==> config.mk <==
export PLATFORM = sky130hd
export DESIGN_NAME = fc_node_seq
export DESIGN_NICKNAME = d
export VERILOG_FILES = /design/src/rtl/fc_pkg.sv /design/src/rtl/fc_mac_unit.sv /design/src/rtl/fc_node_seq.sv
export SDC_FILE = /design/constraint.sdc
export NUM_CORES = 2
export LEC_CHECK = 0
export CAP_MARGIN = 0
export CORE_ASPECT_RATIO = 0.7
export CORE_MARGIN = 5
export CORE_UTILIZATION = 57
export CTS_CLUSTER_SIZE = 20
export DETAILED_ROUTE_END_ITERATION = 8
export GPL_TIMING_DRIVEN = 1
export PLACE_DENSITY_LB_ADDON = 0.3
export SLEW_MARGIN = 40
export SYNTH_ARGS = -nofsm -noshare
export SYNTH_HDL_FRONTEND = slang
export SYNTH_SLANG_ARGS = --single-unit
==> constraint.sdc <==
create_clock -name clk -period 23.5 [get_ports clk]
set_input_delay 3.525 -clock clk [delete_from_list [all_inputs] [get_ports clk]]
set_output_delay 3.525 -clock clk [all_outputs]
set_load 0.03 [all_outputs]
==> src/rtl/fc_pkg.sv <==
`default_nettype none
// ============================================================================
//  Module      : fc_pkg
//  Description : Shared definitions for the fully-connected neuron family:
//                default Q-format widths, the sequencer state encoding and
//                the accumulator-to-output saturation helper.
//  Revision    : 1.0  initial release
// ============================================================================
package fc_pkg;

  localparam int FC_DATA_W = 32;   // default data word width
  localparam int FC_FRAC_W = 16;   // default fractional bits (Q16.16)

  // Saturation helper operates on fixed maximum widths so it can serve any
  // instance with ACC_W+1 < SAT_IN_W and DATA_W <= SAT_OUT_W.
  localparam int SAT_IN_W  = 128;
  localparam int SAT_OUT_W = 64;

  typedef enum logic [1:0] {
    IDLE = 2'd0,
    MAC  = 2'd1,
    BIAS = 2'd2
  } fc_state_t;

  // Clips a signed value into a dw-bit signed range.
  // Returns {clipped_flag, value}; value is sign-correct in its low dw bits.
  function automatic logic [SAT_OUT_W:0] saturate(
    input logic signed [SAT_IN_W-1:0] val,
    input int                         dw
  );
    logic signed [SAT_IN_W-1:0] one;
    logic signed [SAT_IN_W-1:0] hi;
    logic signed [SAT_IN_W-1:0] lo;
    logic [SAT_OUT_W:0]         res;
    one = 1;
    hi  = (one <<< (dw - 1)) - one;
    lo  = -(one <<< (dw - 1));
    res = '0;
    if (val > hi) begin
      res[SAT_OUT_W]     = 1'b1;
      res[SAT_OUT_W-1:0] = hi[SAT_OUT_W-1:0];
    end else if (val < lo) begin
      res[SAT_OUT_W]     = 1'b1;
      res[SAT_OUT_W-1:0] = lo[SAT_OUT_W-1:0];
    end else begin
      res[SAT_OUT_W-1:0] = val[SAT_OUT_W-1:0];
    end
    return res;
  endfunction

endpackage
`default_nettype wire

==> src/rtl/fc_mac_unit.sv <==
`default_nettype none
// ============================================================================
//  Module      : fc_mac_unit
//  Description : Signed fixed-point multiply-accumulate lane.
//                acc <= acc + ((a * b) >>> FRAC_W) when enabled.
//  Ports       : clk, rst   - clock / synchronous active-high reset
//                i_clear    - zero the accumulator (wins over i_en)
//                i_en       - accumulate this cycle
//                i_a, i_b   - signed operands
//                o_acc      - accumulator register
//  Revision    : 1.0  initial release
// ============================================================================
module fc_mac_unit #(
  parameter int DATA_W = 32,
  parameter int FRAC_W = 16,
  parameter int ACC_W  = 2 * DATA_W
) (
  input  logic              clk,
  input  logic              rst,
  input  logic              i_clear,
  input  logic              i_en,
  input  logic [DATA_W-1:0] i_a,
  input  logic [DATA_W-1:0] i_b,
  output logic [ACC_W-1:0]  o_acc
);

  logic signed [DATA_W-1:0]   w_a;
  logic signed [DATA_W-1:0]   w_b;
  logic signed [2*DATA_W-1:0] w_prod;
  logic signed [2*DATA_W-1:0] w_shift;
  logic signed [ACC_W-1:0]    w_inc;
  logic signed [ACC_W-1:0]    r_acc;

  assign w_a     = i_a;
  assign w_b     = i_b;
  // Full-width signed product; arithmetic shift rounds toward -inf.
  assign w_prod  = w_a * w_b;
  assign w_shift = w_prod >>> FRAC_W;
  assign w_inc   = ACC_W'(w_shift);

  always_ff @(posedge clk) begin
    if (rst) begin
      r_acc <= '0;
    end else if (i_clear) begin
      r_acc <= '0;
    end else if (i_en) begin
      r_acc <= r_acc + w_inc;
    end
  end

  assign o_acc = r_acc;

endmodule
`default_nettype wire

==> src/rtl/fc_node_seq.sv <==
`default_nettype none
// ============================================================================
//  Module      : fc_node_seq
//  Description : Sequential fully-connected neuron. Walks N_IN inputs one per
//                clock through a MAC lane, adds the bias, saturates to DATA_W,
//                optionally applies ReLU and registers the result with a
//                one-cycle done pulse. Latency N_IN+2 cycles.
//  Ports       : clk, reset        - clock / synchronous active-high reset
//                start, relu_en    - request and mode (sampled in IDLE)
//                in_idx            - ROM address for px_data / wt_data
//                px_data, wt_data  - combinational ROM data at in_idx
//                bias_data         - node bias, stable while busy
//                busy, done        - status; done marks node_out valid
//                node_out, sat     - registered result and clip flag
//  Revision    : 1.0  initial release
// ============================================================================
module fc_node_seq
  import fc_pkg::*;
#(
  parameter int N_IN   = 784,
  parameter int DATA_W = FC_DATA_W,
  parameter int FRAC_W = FC_FRAC_W,
  parameter int IDX_W  = (N_IN > 1) ? $clog2(N_IN) : 1,
  parameter int ACC_W  = 2 * DATA_W
) (
  input  logic              clk,
  input  logic              reset,
  input  logic              start,
  input  logic              relu_en,
  output logic [IDX_W-1:0]  in_idx,
  input  logic [DATA_W-1:0] px_data,
  input  logic [DATA_W-1:0] wt_data,
  input  logic [DATA_W-1:0] bias_data,
  output logic              busy,
  output logic              done,
  output logic [DATA_W-1:0] node_out,
  output logic              sat
);

  localparam logic [IDX_W-1:0] C_LAST = IDX_W'(N_IN - 1);

  fc_state_t           r_state;
  fc_state_t           w_next;
  logic                w_acc_clr;
  logic                w_acc_en;
  logic [IDX_W-1:0]    r_idx;
  logic                r_relu;
  logic                r_done;
  logic [DATA_W-1:0]   r_out;
  logic                r_sat;

  logic [ACC_W-1:0]             w_acc_raw;
  logic signed [ACC_W-1:0]      w_acc;
  logic signed [DATA_W-1:0]     w_bias;
  logic signed [ACC_W:0]        w_sum;
  logic signed [SAT_IN_W-1:0]   w_sum_ext;
  logic [SAT_OUT_W:0]           w_sat_pkt;
  logic                         w_sat_flag;
  logic [DATA_W-1:0]            w_sat_val;
  logic [DATA_W-1:0]            w_res;

  fc_mac_unit #(
    .DATA_W (DATA_W),
    .FRAC_W (FRAC_W),
    .ACC_W  (ACC_W)
  ) u_mac (
    .clk     (clk),
    .rst     (reset),
    .i_clear (w_acc_clr),
    .i_en    (w_acc_en),
    .i_a     (px_data),
    .i_b     (wt_data),
    .o_acc   (w_acc_raw)
  );

  // Bias add is one bit wider than the accumulator so the sum itself can
  // never wrap before it reaches the saturator.
  assign w_acc      = w_acc_raw;
  assign w_bias     = bias_data;
  assign w_sum      = (ACC_W+1)'(w_acc) + (ACC_W+1)'(w_bias);
  assign w_sum_ext  = SAT_IN_W'(w_sum);
  assign w_sat_pkt  = saturate(w_sum_ext, DATA_W);
  assign w_sat_flag = w_sat_pkt[SAT_OUT_W];
  assign w_sat_val  = DATA_W'(w_sat_pkt[SAT_OUT_W-1:0]);
  // ReLU acts after clipping; the clip flag still reports the saturation.
  assign w_res      = (r_relu && w_sat_val[DATA_W-1]) ? '0 : w_sat_val;

  always_comb begin
    w_next    = r_state;
    w_acc_clr = 1'b0;
    w_acc_en  = 1'b0;
    case (r_state)
      IDLE: begin
        if (start) begin
          w_acc_clr = 1'b1;
          w_next    = MAC;
        end
      end
      MAC: begin
        w_acc_en = 1'b1;
        if (r_idx == C_LAST) begin
          w_next = BIAS;
        end
      end
      BIAS: begin
        w_next = IDLE;
      end
      default: begin
        w_next = IDLE;
      end
    endcase
  end

  always_ff @(posedge clk) begin
    if (reset) begin
      r_state <= IDLE;
      r_idx   <= '0;
      r_relu  <= 1'b0;
      r_done  <= 1'b0;
      r_out   <= '0;
      r_sat   <= 1'b0;
    end else begin
      r_state <= w_next;
      r_done  <= (r_state == BIAS);
      if ((r_state == IDLE) && start) begin
        r_relu <= relu_en;
      end
      // Index parks at zero outside MAC and never steps past the last input.
      if (r_state == MAC) begin
        r_idx <= (r_idx == C_LAST) ? '0 : r_idx + IDX_W'(1);
      end else begin
        r_idx <= '0;
      end
      if (r_state == BIAS) begin
        r_out <= w_res;
        r_sat <= w_sat_flag;
      end
    end
  end

  assign in_idx   = r_idx;
  assign busy     = (r_state == MAC) || (r_state == BIAS);
  assign done     = r_done;
  assign node_out = r_out;
  assign sat      = r_sat;

endmodule
`default_nettype wire

==> metrics.log <==
INFO  metric setup_tns = 0 ns
INFO  metric cpMaxStageDelayCell = sky130_fd_sc_hd__fa_1
INFO  metric startpoint_type = input port
INFO  metric grt_pass1_vias = 37740
INFO  metric grt_setup_unrepaired = no
INFO  metric largest_net_degree_at_the_start_of_global_routing = 63
INFO  metric synth_area_per_cell = 8.977 sq um
INFO  metric syn_to_final_growth = 5.533%
INFO  metric firstDrtPassIters = 5
INFO  metric postSynth.topFlopCell = sky130_fd_sc_hd__dfxtp_1
INFO  metric timing.final.crit_share = 64.93%
INFO  metric synth-edff-count = 0
INFO  metric holdPathStages = 2
INFO  metric drive_gt1_share = 3.136%
INFO  metric maxClockFrequency = 0.06553 GHz
INFO  metric route.detailed.vias_per_inst = 5.755
INFO  metric finalWirelength = 124300 microns
INFO  metric mostFrequentLayoutCells = sky130_fd_sc_hd__fa_1, sky130_fd_sc_hd__inv_1, sky130_fd_sc_hd__nand2_1, sky130_fd_sc_hd__and2_1, sky130_fd_sc_hd__ha_1
INFO  metric synth_nets = 6764
INFO  metric drv.max_cap_violation_count = 0
INFO  metric period_needed = 15.26 ns
INFO  metric start_util = 57.41%
INFO  metric final_hold_viol_count = 0
INFO  metric dieHeight = 250.8 microns
INFO  metric cts-htree-levels = 3
INFO  metric cts_root_buf = sky130_fd_sc_hd__clkbuf_16
INFO  metric cts.hold.buffers_added = 0
INFO  metric timing_worst_slew_pin_value = 0.8814 ns
INFO  metric post-dp-hpwl = 101000 microns
INFO  metric antenna_violating_nets_remaining = 0
INFO  metric drc = 0
INFO  metric finish.net_count = 6729
INFO  metric die-width = 354.0 microns
INFO  metric setup.reg_to_reg.worst_slack = 18.61 ns
INFO  metric part_of_the_yosys_area_used_for_sequential_elements = 4.706%
INFO  metric timing.setup.critical_path_class = in2reg
INFO  metric diodes = 0
INFO  metric num_io_pins = 145
INFO  metric global_route_wire_length_before_repair = 203700 microns
INFO  metric worst_r2r_path_depth = 15
INFO  metric min-delay-start = node_out[1]
INFO  metric final-setup-viol-count = 0
INFO  metric slew_violations = 0
INFO  metric post_cts_resized = 0
INFO  metric drt_iter0_drc = 2611
INFO  metric post_cts_buffers = 0
INFO  metric worstPathRequired = 23.79 ns
INFO  metric syn-instance-count = 5260
INFO  metric synthesis.area = 0.04722 sq mm
INFO  metric placementRows = 88
INFO  metric arrival = 15.55 ns
INFO  metric longest_clk_path_bufs = 2
INFO  metric clk-insertion-delay-late = 0.39 ns
INFO  metric gp_congestion = 0.9011
INFO  metric ys_async_sr_fraction = 0%
INFO  metric holdPathEnd = node_out[1]
INFO  metric fin_worst_skew = 0.01057 ns
INFO  metric crit_start = px_data[21]
INFO  metric io_buffer_count = 144
INFO  metric clk_pin_slew = 0.08 ns
INFO  metric tritoncts = yes
INFO  metric r2r_end = node_out[2]
INFO  metric cp_max_fo = 32
INFO  metric yosys_register_bits = 111
INFO  metric core = 0.08225 sq mm
INFO  metric die_area = 0.08879 sq mm
INFO  metric cp-end-kind = flip-flop
INFO  metric synthesis_warning_total = 0
INFO  metric antenna_violations_before_repair = 1
INFO  metric worstReg2RegStart = u_mac.o_acc[0]
INFO  metric critical_path.most_common_cell = sky130_fd_sc_hd__fa_1
INFO  metric synthDistinctLibCells = 90
INFO  metric detail_route.wl_per_cell = 19.70 microns
INFO  metric holdCritPathClass = reg2reg
INFO  metric slowest_delay = 0.57 ns
INFO  metric run_status = finished, final reports clean
INFO  metric slew_headroom = 41.24%
INFO  metric cts_buffer_count = 9
INFO  metric globalRoute.totalOverflow = 0
INFO  metric clock_sinks = 111
INFO  metric layout.cells.most_common = sky130_fd_sc_hd__fa_1
INFO  metric dr_total_vias = 36310
INFO  metric groute.usage.overall = 28.51%
worst max-delay path: cells and delay by family:
| family | cells | cell delay, ns |
|---|---|---|
| xor gates and xnor gates | 2 | 0.35 |
| adders and majority gates | 10 | 4.74 |
| AOI/OAI and AO/OA | 17 | 5.07 |
| buffers and inverters | 4 | 0.98 |
| and+or+nand+nor | 4 | 0.84 |
state kept, by name, indices dropped and copies added, names as in the netlist:
register,cells
r_state,2
sat,1
in_idx,10
r_relu,1
done,1
u_mac.o_acc,64
node_out,32
cells in the mapped netlist, types with 6 or more instances:
cell type / instances / area, sq um
sky130_fd_sc_hd__a2111oi_0: 7 / 61.31
sky130_fd_sc_hd__a211o_1: 13 / 113.9
sky130_fd_sc_hd__a211oi_1: 27 / 202.7
sky130_fd_sc_hd__a211oi_2: 6 / 75.07
sky130_fd_sc_hd__a21boi_0: 9 / 67.56
sky130_fd_sc_hd__a21o_1: 91 / 683.2
sky130_fd_sc_hd__a21oi_1: 170 / 850.8
sky130_fd_sc_hd__a221oi_1: 9 / 78.83
sky130_fd_sc_hd__a31oi_1: 23 / 143.9
sky130_fd_sc_hd__a41oi_1: 6 / 52.55
sky130_fd_sc_hd__and2_1: 525 / 3284
sky130_fd_sc_hd__and3_1: 17 / 106.4
sky130_fd_sc_hd__and4_1: 11 / 96.34
sky130_fd_sc_hd__buf_2: 18 / 90.09
sky130_fd_sc_hd__clkbuf_1: 229 / 859.6
sky130_fd_sc_hd__dfxtp_1: 111 / 2222
sky130_fd_sc_hd__fa_1: 1083 / 21680
sky130_fd_sc_hd__ha_1: 321 / 4016
sky130_fd_sc_hd__inv_1: 974 / 3656
sky130_fd_sc_hd__mux2i_1: 51 / 510.5
sky130_fd_sc_hd__nand2_1: 646 / 2425
sky130_fd_sc_hd__nand2b_1: 29 / 181.4
sky130_fd_sc_hd__nand3_1: 49 / 245.2
sky130_fd_sc_hd__nand4_1: 42 / 262.8
sky130_fd_sc_hd__nor2_1: 211 / 792.0
sky130_fd_sc_hd__nor2b_1: 23 / 143.9
sky130_fd_sc_hd__nor3_1: 39 / 195.2
sky130_fd_sc_hd__nor4_1: 9 / 56.30
sky130_fd_sc_hd__o2111ai_1: 9 / 78.83
sky130_fd_sc_hd__o211ai_1: 22 / 165.2
sky130_fd_sc_hd__o211ai_2: 32 / 400.4
sky130_fd_sc_hd__o21a_1: 33 / 247.7
sky130_fd_sc_hd__o21ai_0: 99 / 495.5
sky130_fd_sc_hd__o21bai_1: 25 / 187.7
sky130_fd_sc_hd__or3_1: 16 / 100.1
sky130_fd_sc_hd__or4_1: 6 / 45.04
sky130_fd_sc_hd__xnor2_1: 91 / 797.0
sky130_fd_sc_hd__xor2_1: 63 / 551.8
cell families (layout without fill, tap and decap cells):
group | after synthesis | after routing | share of synthesized area (%)
compound gates | 645 | 645 | 9.516
xor+xnor | 154 | 154 | 2.857
fa+ha+maj | 1404 | 1404 | 54.42
buf+inv | 1235 | 1205 | 9.942
flops | 111 | 111 | 4.706
mux | 53 | 53 | 1.129
simple gates | 1658 | 1658 | 17.43
layout make-up:
type / count / area (sq um)
sequential: 111 / 2222
fill: 7052 / 32420
tap: 1080 / 1351
timing repair buffer: 214 / 1939
multi-input combinational: 3914 / 40340
clock buffer: 10 / 229.0
clock inverter: 6 / 87.58
inverter: 975 / 3660
metal layers:
layer  global-route usage (%)  part of all wire, %  vias to the layer above  wire length, microns
met4                    9.384                  3.7                        0                  4638
li1                         -                    -                    16190                     -
met1                    40.48                   43                    18490                 53080
met3                    5.454                  8.3                      221                 10260
met5                        0                    0                        -                     0
met2                    44.64                   45                     1415                 56320
through the flow:
step | hold WS [ns] | util [%] | std cells | instance area (sq um) | setup WS, ns
3_3_place_gp | 0.4481 | 60.17 | 6293 | 49490 | 8.188
4_1_cts | 0.4768 | 60.58 | 6310 | 49830 | 8.429
3_5_place_dp | 0.4575 | 60.20 | 6294 | 49510 | 8.083
2_1_floorplan | 0.4451 | - | 5260 | 47220 | 10.19
6_report | 0.4748 | 60.58 | 6310 | 49830 | 8.240
5_1_grt | 0.4994 | 60.58 | 6310 | 49830 | 7.696
worst max-delay path by stage:
stage                           end  slack, ns  cells past startpoint
finish              u_mac.o_acc[46]       8.24                     37
global route        u_mac.o_acc[46]       7.70                     36
CTS                 u_mac.o_acc[46]       8.43                     37
detailed placement  u_mac.o_acc[46]       8.08                     37
global placement    u_mac.o_acc[46]       8.19                     41
floorplan           u_mac.o_acc[46]      10.19                     37
Power is left out: the tool's default activity adds up to more than one toggle a clock period on the data nets, which glitch-free logic cannot reach.
